$ cat config.mk
export PLATFORM = sky130hd
export DESIGN_NAME = rr_arbiter_8x1_32bit_flat
export DESIGN_NICKNAME = d
export VERILOG_FILES = /design/src/rtl/rr_arbiter_8x1_32bit_if.sv /design/src/rtl/rr_arbiter_8x1_32bit.sv /design/src/flat_wrapper.sv
export SDC_FILE = /design/constraint.sdc
export NUM_CORES = 1
export LEC_CHECK = 0
export BUFFER_PORTS_ARGS = -buffer_cell sky130_fd_sc_hd__buf_4
export CAP_MARGIN = 40
export CORE_ASPECT_RATIO = 0.8
export CORE_UTILIZATION = 35
export DETAILED_ROUTE_END_ITERATION = 10
export PLACE_DENSITY_LB_ADDON = 0.2
export SYNTH_ARGS = -nofsm -noshare
export SYNTH_HDL_FRONTEND = slang
export SYNTH_SLANG_ARGS = --single-unit
$ cat constraint.sdc
create_clock -name clk -period 4.1 [get_ports clk]
set_clock_uncertainty 0.1 [all_clocks]
set_input_delay 0.41 -clock clk [delete_from_list [all_inputs] [get_ports clk]]
set_output_delay 0.41 -clock clk [all_outputs]
set_load 0.005 [all_outputs]
$ cat src/rtl/rr_arbiter_8x1_32bit_if.sv
// ---------------------------------------------------------------------------
// rr_arbiter_8x1_32bit_if
//   Bundles the eight requester ports and the single downstream port of the
//   round-robin arbiter.
//
//   Signals:
//     req_valid   [7:0]        bit i: requester i offers req_data_i
//     req_data_0..req_data_7   requester words (DATA_W each)
//     req_ready   [7:0]        one-hot or zero: requester i accepted this cycle
//     out_valid                output register holds a word
//     out_data    [DATA_W-1:0] registered word
//     out_src     [2:0]        index of the requester that supplied out_data
//     out_ready                consumer accepts out_data when out_valid is high
//
//   Modports:
//     master : the producer/consumer side (drives requests and out_ready)
//     slave  : the arbiter side
// ---------------------------------------------------------------------------
interface rr_arbiter_8x1_32bit_if #(
  parameter int unsigned DATA_W = 32
);

  logic [7:0]        req_valid;
  logic [DATA_W-1:0] req_data_0;
  logic [DATA_W-1:0] req_data_1;
  logic [DATA_W-1:0] req_data_2;
  logic [DATA_W-1:0] req_data_3;
  logic [DATA_W-1:0] req_data_4;
  logic [DATA_W-1:0] req_data_5;
  logic [DATA_W-1:0] req_data_6;
  logic [DATA_W-1:0] req_data_7;
  logic [7:0]        req_ready;
  logic              out_valid;
  logic [DATA_W-1:0] out_data;
  logic [2:0]        out_src;
  logic              out_ready;

  modport master (
    output req_valid,
    output req_data_0, req_data_1, req_data_2, req_data_3,
    output req_data_4, req_data_5, req_data_6, req_data_7,
    input  req_ready,
    input  out_valid,
    input  out_data,
    input  out_src,
    output out_ready
  );

  modport slave (
    input  req_valid,
    input  req_data_0, req_data_1, req_data_2, req_data_3,
    input  req_data_4, req_data_5, req_data_6, req_data_7,
    output req_ready,
    output out_valid,
    output out_data,
    output out_src,
    input  out_ready
  );

endinterface

$ cat src/rtl/rr_arbiter_8x1_32bit.sv
// ---------------------------------------------------------------------------
// rr_arbiter_8x1_32bit
//   Round-robin arbiter sharing one DATA_W-bit downstream port among eight
//   requesters. The winner's word is captured into a one-entry output
//   register with a valid/ready handshake. A drain and a new load may happen
//   in the same cycle, so the block sustains one word per cycle.
//
//   Ports:
//     clk    : clock, all state updates on the rising edge
//     reset  : synchronous, active-high; clears the output register and
//              points the priority at requester 0
//     bus    : rr_arbiter_8x1_32bit_if.slave (requests, grants, output port)
// ---------------------------------------------------------------------------
module rr_arbiter_8x1_32bit #(
  parameter int unsigned DATA_W = 32
) (
  input  logic                   clk,
  input  logic                   reset,
  rr_arbiter_8x1_32bit_if.slave  bus
);

  localparam int unsigned N_REQ = 8;

  // State
  logic [2:0]        r_last_grant;
  logic              r_out_valid;
  logic [DATA_W-1:0] r_out_data;
  logic [2:0]        r_out_src;

  // Combinational
  logic              w_drain;
  logic              w_can_load;
  logic              w_any_req;
  logic              w_load;
  logic              w_found;
  logic [2:0]        w_winner;
  logic [DATA_W-1:0] w_win_data;
  logic [7:0]        w_req_ready;

  assign w_drain    = r_out_valid & bus.out_ready;
  assign w_can_load = ~r_out_valid | w_drain;
  assign w_any_req  = |bus.req_valid;
  assign w_load     = w_can_load & w_any_req & ~reset;

  // Search starts just after the last winner and wraps through it; the
  // 3-bit add provides the mod-8 wrap for free.
  always_comb begin
    logic [2:0] idx;
    w_winner = r_last_grant;
    w_found  = 1'b0;
    idx      = '0;
    for (int unsigned k = 1; k <= N_REQ; k++) begin
      idx = r_last_grant + 3'(k);
      if (!w_found && bus.req_valid[idx]) begin
        w_winner = idx;
        w_found  = 1'b1;
      end
    end
  end

  // Data steering only feeds the register; grants never see req_data.
  always_comb begin
    w_win_data = '0;
    case (w_winner)
      3'd0:    w_win_data = bus.req_data_0;
      3'd1:    w_win_data = bus.req_data_1;
      3'd2:    w_win_data = bus.req_data_2;
      3'd3:    w_win_data = bus.req_data_3;
      3'd4:    w_win_data = bus.req_data_4;
      3'd5:    w_win_data = bus.req_data_5;
      3'd6:    w_win_data = bus.req_data_6;
      default: w_win_data = bus.req_data_7;
    endcase
  end

  always_comb begin
    w_req_ready = '0;
    if (w_load) begin
      w_req_ready = 8'b1 << w_winner;
    end
  end

  always_ff @(posedge clk) begin
    if (reset) begin
      r_out_valid  <= 1'b0;
      r_out_data   <= '0;
      r_out_src    <= '0;
      r_last_grant <= 3'd7;
    end else if (w_can_load) begin
      if (w_any_req) begin
        r_out_valid  <= 1'b1;
        r_out_data   <= w_win_data;
        r_out_src    <= w_winner;
        r_last_grant <= w_winner;
      end else begin
        // Data and source are left as-is; consumer ignores them when invalid.
        r_out_valid <= 1'b0;
      end
    end
  end

  assign bus.req_ready = w_req_ready;
  assign bus.out_valid = r_out_valid;
  assign bus.out_data  = r_out_data;
  assign bus.out_src   = r_out_src;

endmodule

$ cat src/flat_wrapper.sv
// flat-port wrapper written by rule: the top's interface ports become plain ports
module rr_arbiter_8x1_32bit_flat 
#(
  parameter int unsigned DATA_W = 32
)
  (clk, reset, bus_req_valid, bus_req_data_0, bus_req_data_1, bus_req_data_2, bus_req_data_3, bus_req_data_4, bus_req_data_5, bus_req_data_6, bus_req_data_7, bus_req_ready, bus_out_valid, bus_out_data, bus_out_src, bus_out_ready);
  rr_arbiter_8x1_32bit_if #(.DATA_W(DATA_W)) bus_i ();
  input  logic clk;
  input  logic reset;
  input wire logic [$bits(bus_i.req_valid)-1:0] bus_req_valid;
  input wire logic [$bits(bus_i.req_data_0)-1:0] bus_req_data_0;
  input wire logic [$bits(bus_i.req_data_1)-1:0] bus_req_data_1;
  input wire logic [$bits(bus_i.req_data_2)-1:0] bus_req_data_2;
  input wire logic [$bits(bus_i.req_data_3)-1:0] bus_req_data_3;
  input wire logic [$bits(bus_i.req_data_4)-1:0] bus_req_data_4;
  input wire logic [$bits(bus_i.req_data_5)-1:0] bus_req_data_5;
  input wire logic [$bits(bus_i.req_data_6)-1:0] bus_req_data_6;
  input wire logic [$bits(bus_i.req_data_7)-1:0] bus_req_data_7;
  output wire logic [$bits(bus_i.req_ready)-1:0] bus_req_ready;
  output wire logic [$bits(bus_i.out_valid)-1:0] bus_out_valid;
  output wire logic [$bits(bus_i.out_data)-1:0] bus_out_data;
  output wire logic [$bits(bus_i.out_src)-1:0] bus_out_src;
  input wire logic [$bits(bus_i.out_ready)-1:0] bus_out_ready;
  assign bus_i.req_valid = bus_req_valid;
  assign bus_i.req_data_0 = bus_req_data_0;
  assign bus_i.req_data_1 = bus_req_data_1;
  assign bus_i.req_data_2 = bus_req_data_2;
  assign bus_i.req_data_3 = bus_req_data_3;
  assign bus_i.req_data_4 = bus_req_data_4;
  assign bus_i.req_data_5 = bus_req_data_5;
  assign bus_i.req_data_6 = bus_req_data_6;
  assign bus_i.req_data_7 = bus_req_data_7;
  assign bus_req_ready = bus_i.req_ready;
  assign bus_out_valid = bus_i.out_valid;
  assign bus_out_data = bus_i.out_data;
  assign bus_out_src = bus_i.out_src;
  assign bus_i.out_ready = bus_out_ready;
  rr_arbiter_8x1_32bit #(.DATA_W(DATA_W)) u_core (.clk(clk), .reset(reset), .bus(bus_i));
endmodule
==> qor.yml <==
status: "finished, final reports clean"
port_buffers: 310
vdd_drop_max_mv: 0.8363
dieArea_um2: 14780
yosysWarnings: 0
num-nets-final: 1170
fmaxAchievable_mhz: 250.2
syn_inst: 600
yosys-top-cells-count: "nand3_1 (59), nand2_1 (54), o21ai_0 (45)"
hold_violations: 0
fin_cells: 1082
globalRouteTotalUtil: 0.3052
via_per_inst: 6.107
seq_power_share: 0.066
critPathLaunchType: "flip-flop"
synth_top_cells_by_area: "dfxtp_1 (16%), mux4_2 (9.5%), nand3_1 (5.9%)"
synth_nets: 869
clock-sinks: 39
antenna_found_initial: 0
p_clk_frac: 0.047
firstDrtPassIters: 6
holdBufCountCts: 0
power_switching_mw: 5.382
gp_congestion: 1.076
cts_buffer_depth: 2
worst_slew_pin_slew_ns: 0.8676
synthArstFlopShare: 0
die_height_um: 109.0
p_leak_nw: 3.437
diodes: 0
die_x_um: 135.7
setup_slack_ns: 0.1033
p_per_area_nw_per_um2: 1277
stdcell_area_um2: 7888
relSlewSlack: 0.4204
cts_tree: "done"
internal_power_mw: 4.693
path_class: "reg2out"
power_mw: 10.07
grt_pass1_wl_um: 34760
start_util: 0.3642
ios: 311
num_rows: 38
cts-htree-levels: 2
grt_max_degree: 45
fill_cells: 1251
ys_ff_latch: 39
synth.most_common_cell: "nand3_1"
synth_ff_type: "dfxtp_1"
period_minus_slack_ns: 3.997
drv_cap: 0
drt_iter0_drc: 565
dpl_cell_area_um2: 7457
area_growth_pct: 57.60
numCtsBuffers: 5
ant_nets: 0
setup_viol: 0
hp-class: "in2reg"
worstSetupEndpointType: "primary output"
timing.hold.ws_ns: 0.3157
syn_area_um2: 5005
crit_arrival_ns: 3.49
synth_top_area_share: 0.1560
vias: 6608
final.setup.tns_ns: 0
final_max_slew_viol_count: 0
drc_errors: 0
path_clk_slew_ns: 0.07
grt_pass1_vias: 6513
swShare: 0.5342
min_period_over_period: 0.9748
grt_setup_unrepaired: "yes"
dp.cells: 1054
dp_hpwl_um: 17660
place_ws_ns: 0.08441
synth.distinct_cells: 76
p_comb_frac: 0.887
synth_edf_count: 0
critical_path.max_fanout: 11
cp.required_ns: 3.59
syn_avg_cell_area_um2: 8.341
layout-drive-gt1-share: 0.5055
drt-total-wl_um: 23870
gr-total-overflow: 0
wire_per_inst_um: 22.06
ys_seq_area_frac: 0.1560
coreArea_um2: 13740
final_util: 0.5740
root_buffer: "clkbuf_16"
yosysTopAreaCell: "dfxtp_1"
clk_latency_ns: 0.29
-- critical path, stage by stage, from the launching register on --
cell,delay [ns]
dfxtp_1,0.36
inv_2,0.08
ha_4,0.30
buf_6,0.17
mux2i_1,0.12
mux4_2,0.53
a22oi_4,0.29
and2b_2,0.31
nand2_1,0.23
o2111a_1,0.31
buf_4,0.19
and3_1,0.17
buf_4,0.12
-- cells by family after synthesis --
group                    count (synthesis)  synth area share
AO/OA/AOI/OAI                          228            0.3580
XOR/XNOR                                 5          0.008750
adder cells (fa/ha/maj)                  2          0.004999
buffers and inverters                   73           0.08675
flip-flops                              39            0.1560
multiplexers                            56            0.1742
AND/OR/NAND/NOR                        197            0.2113
-- timing repair --
item	4_1_cts	5_1_grt
pin swaps	4	8
gates resized for setup	6	12
gates cloned	2	2
buffers inserted	4	12
setup endpoints to repair	8	23
-- layer usage --
layer | wire, um | track usage | up-vias
li1 | - | - | 3006
met1 | 9111 | 0.3773 | 3073
met2 | 11630 | 0.5248 | 471
met3 | 2279 | 0.05997 | 58
met4 | 847 | 0.1116 | 0
met5 | 0 | 0 | -
-- cell usage in the layout (no fill, tap or decap), types with 5 or more instances in the layout --
cell       count
clkbuf_16      6
buf_12         5
a2bb2oi_1     14
nand2_1       52
a21oi_1       13
mux4_2        21
nor2_1        18
o221ai_1      22
nand3_1       59
mux2i_1       17
nor3_2         5
a211oi_2      13
and2_1         8
and4_1        12
a31oi_1       15
o21ai_0       45
a32o_1         5
nor3_1         5
o2bb2ai_1     14
inv_1          7
o21bai_1       5
a211oi_1      13
dfxtp_1       39
buf_4        346
and3_1         8
o311a_1       10
mux2_2        15
o211ai_1      18
-- path summary, 6_finish.rpt --
kind                            cells past startpoint                    start                       to  slack [ns]
worst max-delay path                               12   u_core.r_last_grant[0]         bus_req_ready[5]        0.10
worst min-delay path                                3       bus_req_data_6[24]  u_core.bus.out_data[24]        0.32
worst max register to register                     12   u_core.r_last_grant[0]   u_core.bus.out_data[0]        0.15
worst min register to register                      2  u_core.bus.out_data[24]  u_core.bus.out_data[24]        0.35
-- cell type report --
class | count | area [um^2] | area share
clock buffers | 5 | 125.1 | 0.01586
clock inverters | 3 | 46.29 | 0.005869
inverters | 8 | 30.03 | 0.003807
multi-input cells | 491 | 3913 | 0.4960
flip-flops and latches | 39 | 780.7 | 0.09898
well taps | 180 | 225.2 | 0.02855
repair buffers | 356 | 2768 | 0.3509
-- power groups by stage --
stage	clock, mW	combinational, mW	sequential, mW
floorplan	0	6.10	0.645
global placement	0	7.84	0.659
detailed placement	0	8.05	0.661
CTS	0.479	8.41	0.656
global route	0.498	9.53	0.678
finish	0.475	8.94	0.661
-- registers in the layout, indices dropped and copies added (netlist names) --
signal and cells:
u_core.bus.out_src 3, u_core.bus.out_valid 1, u_core.bus.out_data 32, u_core.r_last_grant 3
No activity file was read; power rests on OpenSTA's default activity.
